File: config.mk
export PLATFORM = sky130hd
export DESIGN_NAME = bcd_down_timer_flat
export DESIGN_NICKNAME = d
export VERILOG_FILES = /design/src/rtl/bcd_down_timer_if.sv /design/src/rtl/bcd_down_timer.sv /design/src/flat_wrapper.sv
export SDC_FILE = /design/constraint.sdc
export NUM_CORES = 1
export LEC_CHECK = 0
export CAP_MARGIN = 15
export CORE_AREA = 2 2 57 59
export DETAILED_ROUTE_END_ITERATION = 12
export DIE_AREA = 0 0 59 61
export PLACE_DENSITY = 0.82
export SLEW_MARGIN = 20
export SYNTH_ARGS = -nofsm -noshare
export SYNTH_HDL_FRONTEND = slang
export SYNTH_SLANG_ARGS = --single-unit
export TNS_END_PERCENT = 50
File: constraint.sdc
create_clock -name clock -period 2.4 [get_ports clock]
set_input_delay 0.72 -clock clock [delete_from_list [all_inputs] [get_ports clock]]
set_output_delay 0.72 -clock clock [all_outputs]
set_load 0.01 [all_outputs]
File: src/rtl/bcd_down_timer_if.sv
// ---------------------------------------------------------------------------
// bcd_down_timer_if
// Control and status bundle for the BCD down-timer.
//   load        load load_value into count and reload register
//   load_value  BCD start value, digit 0 in bits [3:0]
//   start       begin / re-arm counting
//   T           count enable while running
//   Q           current BCD count
//   Q_bar       bitwise inverse of Q
//   busy        high while running
//   done        one-cycle pulse on the edge where the count reaches zero
// master = the controlling side, slave = the timer.
// ---------------------------------------------------------------------------
interface bcd_down_timer_if #(
    parameter int DIGITS = 2
);
    logic                  load;
    logic [4*DIGITS-1:0]   load_value;
    logic                  start;
    logic                  T;
    logic [4*DIGITS-1:0]   Q;
    logic [4*DIGITS-1:0]   Q_bar;
    logic                  busy;
    logic                  done;

    modport master (
        output load, load_value, start, T,
        input  Q, Q_bar, busy, done
    );

    modport slave (
        input  load, load_value, start, T,
        output Q, Q_bar, busy, done
    );
endinterface

File: src/rtl/bcd_down_timer.sv
// ---------------------------------------------------------------------------
// bcd_down_timer
// Cascadable BCD down-counter / interval timer. Loads a decimal start value,
// decrements once per enabled clock while running, and pulses done when the
// count reaches zero. With AUTO_RELOAD the count restarts from the reload
// register instead of stopping.
// Ports:
//   clock  rising-edge clock
//   clear  synchronous active-high reset (highest priority)
//   bus    bcd_down_timer_if.slave: load, load_value, start, T in;
//          Q, Q_bar, busy, done out (all registered)
// ---------------------------------------------------------------------------
module bcd_down_timer #(
    parameter int DIGITS      = 2,
    parameter bit AUTO_RELOAD = 1'b0
) (
    input  logic               clock,
    input  logic               clear,
    bcd_down_timer_if.slave    bus
);
    localparam int W = 4 * DIGITS;
    localparam logic [W-1:0] ZERO = '0;
    localparam logic [W-1:0] ONE  = W'(1);

    typedef enum logic [1:0] {IDLE, RUN, EXPIRED} state_t;

    state_t         state;
    logic [W-1:0]   q;
    logic [W-1:0]   q_bar;
    logic [W-1:0]   reload;
    logic           busy;
    logic           done;
    logic [W-1:0]   load_san;
    logic [W-1:0]   dec_val;

    // Clamp every decade above 9 down to 9 so the count stays valid BCD.
    function automatic logic [W-1:0] sanitize(input logic [W-1:0] v);
        logic [W-1:0] r;
        r = v;
        for (int i = 0; i < DIGITS; i++) begin
            if (v[4*i +: 4] > 4'd9) r[4*i +: 4] = 4'd9;
        end
        return r;
    endfunction

    // One BCD decrement: the borrow ripples through the decades in a single
    // combinational pass, a zero digit wrapping to 9.
    function automatic logic [W-1:0] bcd_dec(input logic [W-1:0] v);
        logic [W-1:0] r;
        logic         borrow;
        r      = v;
        borrow = 1'b1;
        for (int i = 0; i < DIGITS; i++) begin
            if (borrow) begin
                if (v[4*i +: 4] == 4'd0) begin
                    r[4*i +: 4] = 4'd9;
                end else begin
                    r[4*i +: 4] = v[4*i +: 4] - 4'd1;
                    borrow      = 1'b0;
                end
            end
        end
        return r;
    endfunction

    assign load_san = sanitize(bus.load_value);
    assign dec_val  = bcd_dec(q);

    // Q_bar is kept as its own register so it is a true registered output.
    always_ff @(posedge clock) begin
        if (clear) begin
            state  <= IDLE;
            q      <= '0;
            q_bar  <= '1;
            reload <= '0;
            busy   <= 1'b0;
            done   <= 1'b0;
        end else begin
            done <= 1'b0;
            if (bus.load) begin
                // load wins over start/T in every state
                q      <= load_san;
                q_bar  <= ~load_san;
                reload <= load_san;
                state  <= IDLE;
                busy   <= 1'b0;
            end else begin
                case (state)
                    IDLE: begin
                        if (bus.start && (q != ZERO)) begin
                            state <= RUN;
                            busy  <= 1'b1;
                        end
                    end
                    RUN: begin
                        if (bus.T) begin
                            if (q == ONE) begin
                                done <= 1'b1;
                                if (AUTO_RELOAD && (reload != ZERO)) begin
                                    q     <= reload;
                                    q_bar <= ~reload;
                                end else begin
                                    q     <= '0;
                                    q_bar <= '1;
                                    state <= EXPIRED;
                                    busy  <= 1'b0;
                                end
                            end else begin
                                q     <= dec_val;
                                q_bar <= ~dec_val;
                            end
                        end
                    end
                    EXPIRED: begin
                        if (bus.start && (reload != ZERO)) begin
                            q     <= reload;
                            q_bar <= ~reload;
                            state <= RUN;
                            busy  <= 1'b1;
                        end
                    end
                    default: begin
                        state <= IDLE;
                        busy  <= 1'b0;
                    end
                endcase
            end
        end
    end

    assign bus.Q     = q;
    assign bus.Q_bar = q_bar;
    assign bus.busy  = busy;
    assign bus.done  = done;

endmodule

File: src/flat_wrapper.sv
// flat-port wrapper written by rule: the top's interface ports become plain ports
module bcd_down_timer_flat 
#(
    parameter int DIGITS      = 2,
    parameter bit AUTO_RELOAD = 1'b0
)
  (clock, clear, bus_load, bus_load_value, bus_start, bus_T, bus_Q, bus_Q_bar, bus_busy, bus_done);
  bcd_down_timer_if #(.DIGITS(DIGITS)) bus_i ();
  input  logic clock;
  input  logic clear;
  input wire logic [$bits(bus_i.load)-1:0] bus_load;
  input wire logic [$bits(bus_i.load_value)-1:0] bus_load_value;
  input wire logic [$bits(bus_i.start)-1:0] bus_start;
  input wire logic [$bits(bus_i.T)-1:0] bus_T;
  output wire logic [$bits(bus_i.Q)-1:0] bus_Q;
  output wire logic [$bits(bus_i.Q_bar)-1:0] bus_Q_bar;
  output wire logic [$bits(bus_i.busy)-1:0] bus_busy;
  output wire logic [$bits(bus_i.done)-1:0] bus_done;
  assign bus_i.load = bus_load;
  assign bus_i.load_value = bus_load_value;
  assign bus_i.start = bus_start;
  assign bus_i.T = bus_T;
  assign bus_Q = bus_i.Q;
  assign bus_Q_bar = bus_i.Q_bar;
  assign bus_busy = bus_i.busy;
  assign bus_done = bus_i.done;
  bcd_down_timer #(.DIGITS(DIGITS), .AUTO_RELOAD(AUTO_RELOAD)) u_core (.clock(clock), .clear(clear), .bus(bus_i));
endmodule
==> key figures <==
Outcome
  – Status: finished, final reports clean

Setup path
  – Worst Setup End Kind: output port
  – Critical Path Start Type: register
  – CP max stage delay: about 0.6 ns
  – Crit path buffers/inverters: 1
  – Critical path type: register to output port
  – Worst Path Max Fanout: 6
  – Cell chain of the critical path: clkdlybuf4s50_1
  – WP data required: 1.68 ns
  – Arrival time worst endpoint: between 1 and 1.5 ns
  – Slowest-stage cell, CP: clkdlybuf4s50_1
  – Delay-heaviest family, CP: buffers and inverters

Route
  – Post-Route WL: 3.53 mm
  – Vias per Instance: roughly 6
  – Routed len/inst: about 15 µm
  – Drt drc: 0
  – Vias: roughly 1,400
  – DR pass1 iterations: 4
  – Post-route ant nets: 0
  – DRT iter0 DRCs: 94

Synthesis
  – Post-synthesis mux area share: under 10%
  – Top cells by area, synth: dfxtp_1 39%, a21oi_1 6.3%, nand2_1 3.7%, nor2_1 3.1%, o21a_1 3.1%
  – Syn Std Cell Area: ~1400 µm²
  – Most frequent cell after synthesis: dfxtp_1
  – Post-Synth Adder-Cell Area: ~2.6%
  – Cell taking the most area after synthesis: dfxtp_1
  – Yosys cell types: slightly above 40
  – Number of flops mapped to enable cells by yosys: 0
  – Post-Synthesis Cells: approximately 160
  – Top cell type's share of synthesized area: 39.0%
  – Sequential element share of the synthesized area: about two fifths
  – Ys Warns: 0
  – Post-Synth XOR/XNOR Area: less than 1%
  – Top FF cell, synth: dfxtp_1
  – Largest family of logic cells by synthesized area: compound AO/OA/AOI/OAI gates
  – Synth Area in Compound Gates: 30.2%
  – Avg Inst Size Synth: roughly 8.8 µm²
  – Commonest cells in the netlist: 28 x dfxtp_1, 18 x a21oi_1, 14 x nand2_1
  – Syn Nets: 179
  – Async set or reset register ratio after synthesis: 0%
  – Number of synthesized register bits: 28
  – Simple-gate portion of the synthesized area: 21.0%

Finish
  – Post-layout net count: 215
  – Non-Filler Instances: around 230
  – Ant diodes: 0
  – Register area: 561 µm²
  – Fillers: between 200 and 300
  – Layout cell share with drive strength beyond 1: between 10% and 20%
  – Post-layout util: between 60% and 70%
  – Area of the multi-input gates: roughly 800 µm²
  – P&R area growth vs syn: 28.0%

Power
  – Power Dens Cells: between 600 and 700 nW/µm²
  – VDD IR max: 388 µV
  – LEAKAGE: slightly above 0.7 nW

Floorplan
  – Initial core utilization: 48.6%
  – Chip height: a little over 60 µm
  – # IOs: 31
  – Die width: between 50 and 60 µm
  – DIE AREA: about 3600 µm²
  – Row count: 20
  – Core Footprint: 2950 µm²

Timing
  – Slew @ Worst Pin: about 0.62 ns
  – Unrepaired setup endpoints after global routing: no
  – Fin crit share: between 80% and 90%
  – Worst Clk Skew: 0.00293 ns
  – Fin. max-slew vios: 0
  – Final hold vios: 0
  – Setup TNS: 0 ns
  – Max_slew headroom: between 50% and 60%
  – Final Setup Violations: 0
  – Max frequency: 473 MHz
  – Tmin final: approximately 2.1 ns

Clock tree
  – CTS resizes: 0
  – H-tree levels: 1
  – TritonCTS clock tree: built
  – CTS Hold Bufs: 0
  – Clk pin slew, worst setup/hold paths: 0.14 ns
  – Clk sinks: 28
  – CTS Buf Count: 3
  – Setup bufs post-CTS: 0
  – Clock tree buffer depth: 2
  – Clock root cell: clkbuf_4
  – Clk Latency, worst-skew pair: ~0.32 ns

Place
  – IO buf count: 30
  – GP Congestion: roughly 0.86
  – Post-DP HPWL: 2.78 mm
  – Placed Cells: approximately 230

GRT
  – Initial antenna violation count: 0
  – Largest net degree at the start of global routing: 16
  – Vias in the first global route: around 1,400
  – GRT Overall Usage: 22.3%
  – First-pass GRT wire length: between 6 and 7 mm
  – Remaining Overflow, GRT: 0

Flow run
  – Max Cap Viol: 0

Worst hold path
  – Hold Crit Class: register to register
stage by stage:
step / hold WS (ns) / setup slack (ns) / cell area (µm²) / power [mW]
finish: 0.468 / 0.285 / 1840 / 1.11
global route: 0.497 / 0.217 / 1840 / 1.17
CTS: 0.470 / 0.288 / 1840 / 1.11
detailed placement: 0.443 / -0.00852 / 1800 / 0.886
global placement: 0.439 / 0.0610 / 1800 / 0.877
floorplan: 0.467 / 0.597 / 1440 / 0.746
where the power goes:
| group | internal [mW] | switching, mW | total [mW] |
|---|---|---|---|
| sequential | 0.509 | 0.0447 | 0.554 |
| combinational | 0.172 | 0.155 | 0.326 |
| clock | 0.0928 | 0.133 | 0.226 |
| total | 0.773 | 0.333 | 1.11 |
placed cells by master, fill, tap and decap left out, types with 6 or more instances in the layout:
master           count
buf_4                7
nand2_1             14
o21a_1               6
clkdlybuf4s50_1     30
inv_1                9
o21ai_0              6
nor2_1              12
dfxtp_1             28
a21oi_1             18
cell type report:
class | count | area share (%)
well taps | 33 | 2.25
clock buffers | 4 | 1.97
inverters | 9 | 1.84
flip-flops and latches | 28 | 30.5
repair buffers | 37 | 19.2
multi-input cells | 120 | 44.2
state kept, by name, indices dropped and copies added (netlist names):
name,flops
u_core.bus.Q_bar,8
u_core.bus.busy,1
u_core.bus.Q,8
u_core.state,2
u_core.reload,8
u_core.bus.done,1
path summary, 6_finish.rpt:
kind | start | endpoint | slack (ns) | cells after the start
worst max-delay path | u_core.bus.Q[6] | bus_Q[6] | 0.29 | 1
worst min-delay path | u_core.bus.Q_bar[7] | u_core.bus.Q_bar[7] | 0.47 | 2
worst min register to register | u_core.bus.Q_bar[7] | u_core.bus.Q_bar[7] | 0.47 | 2
worst max register to register | u_core.bus.Q[0] | u_core.bus.Q[6] | 0.42 | 7
logic make-up (layout without fill, tap and decap cells):
logic type	Yosys count	after routing
adder cells (fa/ha/maj)	3	3
buffers and inverters	15	50
AND/OR/NAND/NOR	51	51
AO/OA/AOI/OAI	62	62
flip-flops	28	28
multiplexers	3	3
XOR/XNOR	1	1
metal layers:
metal | up-vias | GRT usage [%] | wire (µm)
met5 | - | 0 | 0
met4 | 0 | 7.14 | 40
met3 | 5 | 1.92 | 154
met2 | 40 | 38.7 | 1780
met1 | 641 | 29.4 | 1550
li1 | 667 | - | -
Power figures use the tool's default switching activity.
